**src/rtl/simple_rsp_fifo.sv**
```systemverilog
// simple_rsp_fifo: DEPTH-entry sync FIFO (push/din in, pop/dout out, full/empty/count status), head reads 0 when empty
module simple_rsp_fifo #(
    parameter int DEPTH = 4,
    parameter int W = 8
) (
    input  logic                         clk,
    input  logic                         rst_n,
    input  logic                         push,
    input  logic [W-1:0]                 din,
    input  logic                         pop,
    output logic [W-1:0]                 dout,
    output logic                         full,
    output logic                         empty,
    output logic [$clog2(DEPTH+1)-1:0]   count
);
    localparam int AW = $clog2(DEPTH);
    localparam int CW = $clog2(DEPTH + 1);
    logic [AW:0] wp, rp;
    logic [W-1:0] mem [DEPTH];
    logic do_push, do_pop;
    assign full = (wp[AW] != rp[AW]) && (wp[AW-1:0] == rp[AW-1:0]);
    assign empty = wp == rp;
    assign do_push = push && !full;
    assign do_pop = pop && !empty;
    assign count = CW'(wp - rp);
    assign dout = empty ? '0 : mem[rp[AW-1:0]];
    always_ff @(posedge clk) begin
        if (!rst_n) begin
            wp <= '0;
            rp <= '0;
        end else begin
            wp <= do_push ? wp + 1'b1 : wp;
            rp <= do_pop ? rp + 1'b1 : rp;
        end
    end
    always_ff @(posedge clk) begin
        if (do_push) mem[wp[AW-1:0]] <= din;
    end
endmodule

```
**config.mk**
```make
export PLATFORM = sky130hd
export DESIGN_NAME = simple_rsp_fifo
export DESIGN_NICKNAME = d
export VERILOG_FILES = /design/src/rtl/simple_rsp_fifo.sv
export SDC_FILE = /design/constraint.sdc
export NUM_CORES = 1
export LEC_CHECK = 0
export BUFFER_PORTS_ARGS = -buffer_cell sky130_fd_sc_hd__buf_2
export CORE_ASPECT_RATIO = 0.7
export CORE_MARGIN = 2
export CORE_UTILIZATION = 45
export DETAILED_ROUTE_END_ITERATION = 6
export PLACE_DENSITY = 0.7
export SLEW_MARGIN = 10
export SYNTH_ARGS = -nofsm -noshare
export SYNTH_HDL_FRONTEND = slang
export SYNTH_SLANG_ARGS = --single-unit
```
**constraint.sdc**
```tcl
create_clock -name clk -period 3.6 [get_ports clk]
set_clock_uncertainty 0.1 [all_clocks]
set_input_delay 0.72 -clock clk [delete_from_list [all_inputs] [get_ports clk]]
set_output_delay 0.72 -clock clk [all_outputs]
set_load 0.005 [all_outputs]
```
== Word-level counts from Yosys, hierarchy flattened ==
Memories as Yosys holds them, arrays and structs flattened. A register that Yosys moved wholly into a read port is not among the register bits.
Index checks and enable logic that the tools add are counted.

* Add/sub/neg operators: 3
* Equal/unequal tests: 3
* Muxes and demuxes: 5
* Reduce and logical (&&, ||, !) cells: 5

{| class="wikitable"
|+ Operators with widths
! kind !! number
|-
| $mux 8 || 1
|-
| $add 3x1->3 const B || 2
|-
| $mux 2 || 2
|-
| $eq 3x3->1 || 1
|-
| $logic_and 1x1->1 || 3
|-
| $sub 3x3->3 || 1
|-
| $eq 2x2->1 || 1
|-
| $logic_not 1->1 || 2
|-
| $mux 1 || 2
|-
| $ne 1x1->1 || 1
|}

* Flip-flop bits (word level): 6
* Bits in writable memories: 32
* Input port bits: 12
* Memories: 1

{| class="wikitable"
|+ Memories
! memory !! depth !! width !! rd ports !! clocked after memory_dff !! wr ports !! RTL line !! text
|-
| mem || 4 || 8 || 1 || 1 || 1 || 19 || <nowiki>logic [W-1:0] mem [DEPTH];</nowiki>
|}

== Longest topological paths before layout ==
* Depth in word-level cells: 6
* Gate-level depth with buffers: 6
* Depth with buffers taken out: 5

== Worst setup path before layout ==
Ideal clock, no wire load.

* Path type: reg-to-output
* Start: register wp[0]
* End: output port dout[0]
* Arrival: 1.199 ns
* Data required time: 2.780 ns
* Path slack: 1.581 ns
* Cell stages (with the launch flop): 7
* Cell sequence: dfxtp_1 -> inv_1 -> ha_1 -> nand2_1 -> nor2b_1 -> buf_2 -> nor2b_1

* Cells in the longest elaborated chain, start to end: 2

{| class="wikitable"
|+ RTL lines
! item !! RTL line !! text
|-
| from (decl) || 18 || <nowiki>logic [AW:0] wp, rp;</nowiki>
|-
| from (signal assigned) || 32 || <nowiki>wp <= do_push ? wp + 1'b1 : wp;</nowiki>
|-
| $eq 3x3->1 || 22 || <nowiki>assign empty = wp == rp;</nowiki>
|-
| net empty || 13 || <nowiki>output logic empty,</nowiki>
|-
| $mux 8 || 26 || <nowiki>assign dout = empty ? '0 : mem[rp[AW-1:0]];</nowiki>
|-
| to (decl) || 11 || <nowiki>output logic [W-1:0] dout,</nowiki>
|}

The timed path passes the listed nets, and every way through them passes these cells.

== Worst setup path in the final report ==
* Start: register wp[0]
* End: output port dout[5]

* Cells in the longest elaborated chain, start to end: 2

{| class="wikitable"
|+ RTL lines
! item !! RTL line
|-
| $eq 3x3->1 || 22
|-
| $mux 8 || 26
|}

No other way between the ends.

==> flow_summary.ini <==
[sta]
hold_violations = 0
fin_tns_setup_ns = 0
fin_hold_ws_ns = 0.456
finalSetupViolCount = 0
worst_slew_pin_slew_ns = 0.689
maxSlewHeadroom = 0.539
rsz0062_at_grt = no
slew_viol_final = 0
max_freq_mhz = 318
period_share = 0.874
min_period_ns = 3.15
fin_ws_ns = 0.452

[cells_and_area]
antennaDiodeCount = 0
area_growth_pct = 14.8
final_cell_area_mm2 = 0.00206
drive_above_1_share = 0.299
finish.utilization = 0.532
nNetsFinal = 163
fillers = 326

[place]
placed_area_mm2 = 0.00196
place_congestion = 0.806
port-buffer-count = 24
preCtsSetupSlack_ns = 0.778
dp_hpwl_um = 2180

[setup_path]
crit_path_max_fanout = 12
critPathKind = flop to output pin
r2r.worst_path.cells = 5
cp_slowest_cell = nor2b_1
timing.critical_path.mode_cell = nor2b_1
crit_chain = inv_1 -> ha_1 -> nand2_1 -> nor2b_1 -> nor2b_1 -> buf_2
slowest_delay_ns = 0.63
timing.rr.start = wp[0]$_SDFFE_PN0P_
worst-r2r-setup-slack_ns = 1.26
end_kind = output pin
r2r_end = mem[2][1]$_DFFE_PP_
worst-endpoint-required_ns = 2.78
worst_setup_path_start_kind = flop
critical_path_arrival_ns = 2.33

[power_and_ir_drop]
ir_drop_uv = 449
p_int_w = 0.00107
leakagePower_nw = 0.752
clock_power_share = 0.226
swShare = 0.321
powerDensity_mw_per_mm2 = 761
seqPwrFrac = 0.424
switching_power_w = 0.000503
combPwrFrac = 0.350

[yosys]
ys_seq_area_frac = 0.624
syn_avg_cell_area_um2 = 15.2
ys_ff_latch = 40
syn_nets = 138
synth_area_mm2 = 0.00180
yosysUniqueCellTypes = 31
postSynthCellCount = 118
ys.warnings.count = 0

[grt]
met2_usage = 0.224
grt_max_degree = 15
grtUsageMet1 = 0.212
grt_pass1_vias = 956
antenna_found_initial = 0
grt_pass1_wl_um = 4990
grtUsageTotal = 0.152
overflow = 0
grt.busiest_layer = met2
grt.met3_usage = 0.0386

[worst_hold_path]
whs_path_depth = 2
min_to = rp[2]$_SDFFE_PN0P_
hold_start = rp[2]$_SDFFE_PN0P_
hold_path_class = flop to flop

[cts]
hold_buffers = 0
cts_max_level = 2
clkLatencyLatePin_ns = 0.29
clockRootBuffer = clkbuf_8
cts_resized = 0
cts_tree = yes
postCtsSetupBuffers = 0
cts_inserted_buffers = 5
path_clk_slew_ns = 0.08
cts.path.max_buffers = 2
clkSinkCount = 40

[drt]
viasPerCell = 5.34
drc = 0
drt_first_iter_violations = 51
firstDrtPassIters = 4
vias = 1047
antenna_left = 0
wl_per_cell_um = 15.9
routed_wl_um = 3120

[floorplan]
dieArea_mm2 = 0.00452
die_h_um = 56.9
core_mm2 = 0.00387
num_rows = 19
start_util = 0.464
dieWidth_um = 79.5
boundaryPins = 25

[flow_run]
max_cap_violations = 0

[status]
status = finished clean
[how the worst max path moves through the flow]
stage                  startpoint      end  depth (start not counted)
5_1_grt        wp[0]$_SDFFE_PN0P_  dout[2]                          6
2_1_floorplan  wp[0]$_SDFFE_PN0P_  dout[0]                          6
6_report       wp[0]$_SDFFE_PN0P_  dout[5]                          6
4_1_cts        wp[0]$_SDFFE_PN0P_  dout[5]                          6
3_5_place_dp   wp[0]$_SDFFE_PN0P_  dout[5]                          6
3_3_place_gp   wp[0]$_SDFFE_PN0P_  dout[6]                          6
[flip-flops by register name (all words and copies together) (netlist names), named ones only]
signal / count
mem: 32
rp: 3
wp: 3
[per-layer routing]
| layer | up-vias | share of wire |
|---|---|---|
| li1 | 506 | - |
| met1 | 510 | 0.46 |
| met2 | 26 | 0.48 |
| met3 | 5 | 0.051 |
| met4 | 0 | 0.014 |
| met5 | - | 0 |
[cell usage after synthesis]
cell / instances / area share
a31oi_1: 2 / 0.0070
ha_1: 7 / 0.049
or4_1: 1 / 0.0042
and2_1: 4 / 0.014
nand2_1: 4 / 0.0084
nor2b_1: 9 / 0.031
mux4_2: 8 / 0.10
nor2_1: 1 / 0.0021
dfxtp_1: 8 / 0.089
nand4_1: 7 / 0.024
clkbuf_2: 1 / 0.0028
o2111a_1: 1 / 0.0063
buf_1: 1 / 0.0021
edfxtp_1: 32 / 0.53
or3_1: 2 / 0.0070
buf_2: 2 / 0.0056
o21a_1: 1 / 0.0042
clkbuf_1: 2 / 0.0042
nor3_1: 1 / 0.0028
and3b_1: 1 / 0.0049
nand4b_1: 1 / 0.0049
inv_1: 7 / 0.015
or3b_2: 1 / 0.0049
nand3_1: 4 / 0.011
xnor2_1: 1 / 0.0049
o311ai_0: 2 / 0.0098
xnor2_2: 1 / 0.0091
a41oi_1: 1 / 0.0049
nand3b_1: 2 / 0.0084
fa_1: 1 / 0.011
mux2_2: 2 / 0.013
[kinds of logic (layout without fill, tap and decap cells)]
kind of cell	after synthesis	count (layout)	synth area share
simple gates	38	38	0.128
fa+ha+maj	8	8	0.0599
buf+inv	13	39	0.0292
compound gates	7	7	0.0320
mux	10	10	0.113
xor+xnor	2	2	0.0139
flops	40	40	0.624
[critical path, delay by kind of cell, from the launching register on]
family | cells | cell delay (ns)
AND/OR/NAND/NOR | 3 | 1.00
buffers and inverters | 2 | 0.28
flip-flops | 1 | 0.37
adder cells (fa/ha/maj) | 1 | 0.38
[power by group through the flow]
stage          Combinational (W)  Sequential [W]  Clock [W]
6_report                0.000550        0.000665   0.000355
5_1_grt                 0.000619        0.000680   0.000381
2_1_floorplan           0.000406        0.000633          0
4_1_cts                 0.000557        0.000669   0.000361
3_5_place_dp            0.000556        0.000679          0
3_3_place_gp            0.000539        0.000673          0
[layout make-up]
cell class / instances / area (µm²) / share of cell area
clock buffers: 6 / 72.6 / 0.0352
clock inverters: 2 / 35.0 / 0.0170
inverters: 7 / 26.3 / 0.0127
multi-input cells: 65 / 623 / 0.302
flip-flops and latches: 40 / 1120 / 0.543
well taps: 52 / 65.1 / 0.0315
repair buffers: 24 / 120 / 0.0582
[stage by stage]
step                      std cells  total power [W]
final                           196          0.00157
after CTS                       196          0.00159
after global placement          188          0.00121
after detailed placement        188          0.00124
after floorplan                 118          0.00104
after global routing            196          0.00168
[placed cells by master, fill, tap and decap left out, types with 2 or more instances in the layout]
cell       n
a31oi_1    2
and2_1     4
buf_2     24
clkbuf_8   5
dfxtp_1    8
edfxtp_1  32
ha_1       7
inv_1      7
mux2_2     2
mux4_2     8
nand2_1    4
nand3_1    4
nand3b_1   2
nand4_1    7
nor2b_1    9
o311ai_0   2
or3_1      2
No activity file was read; power rests on OpenSTA's default activity.
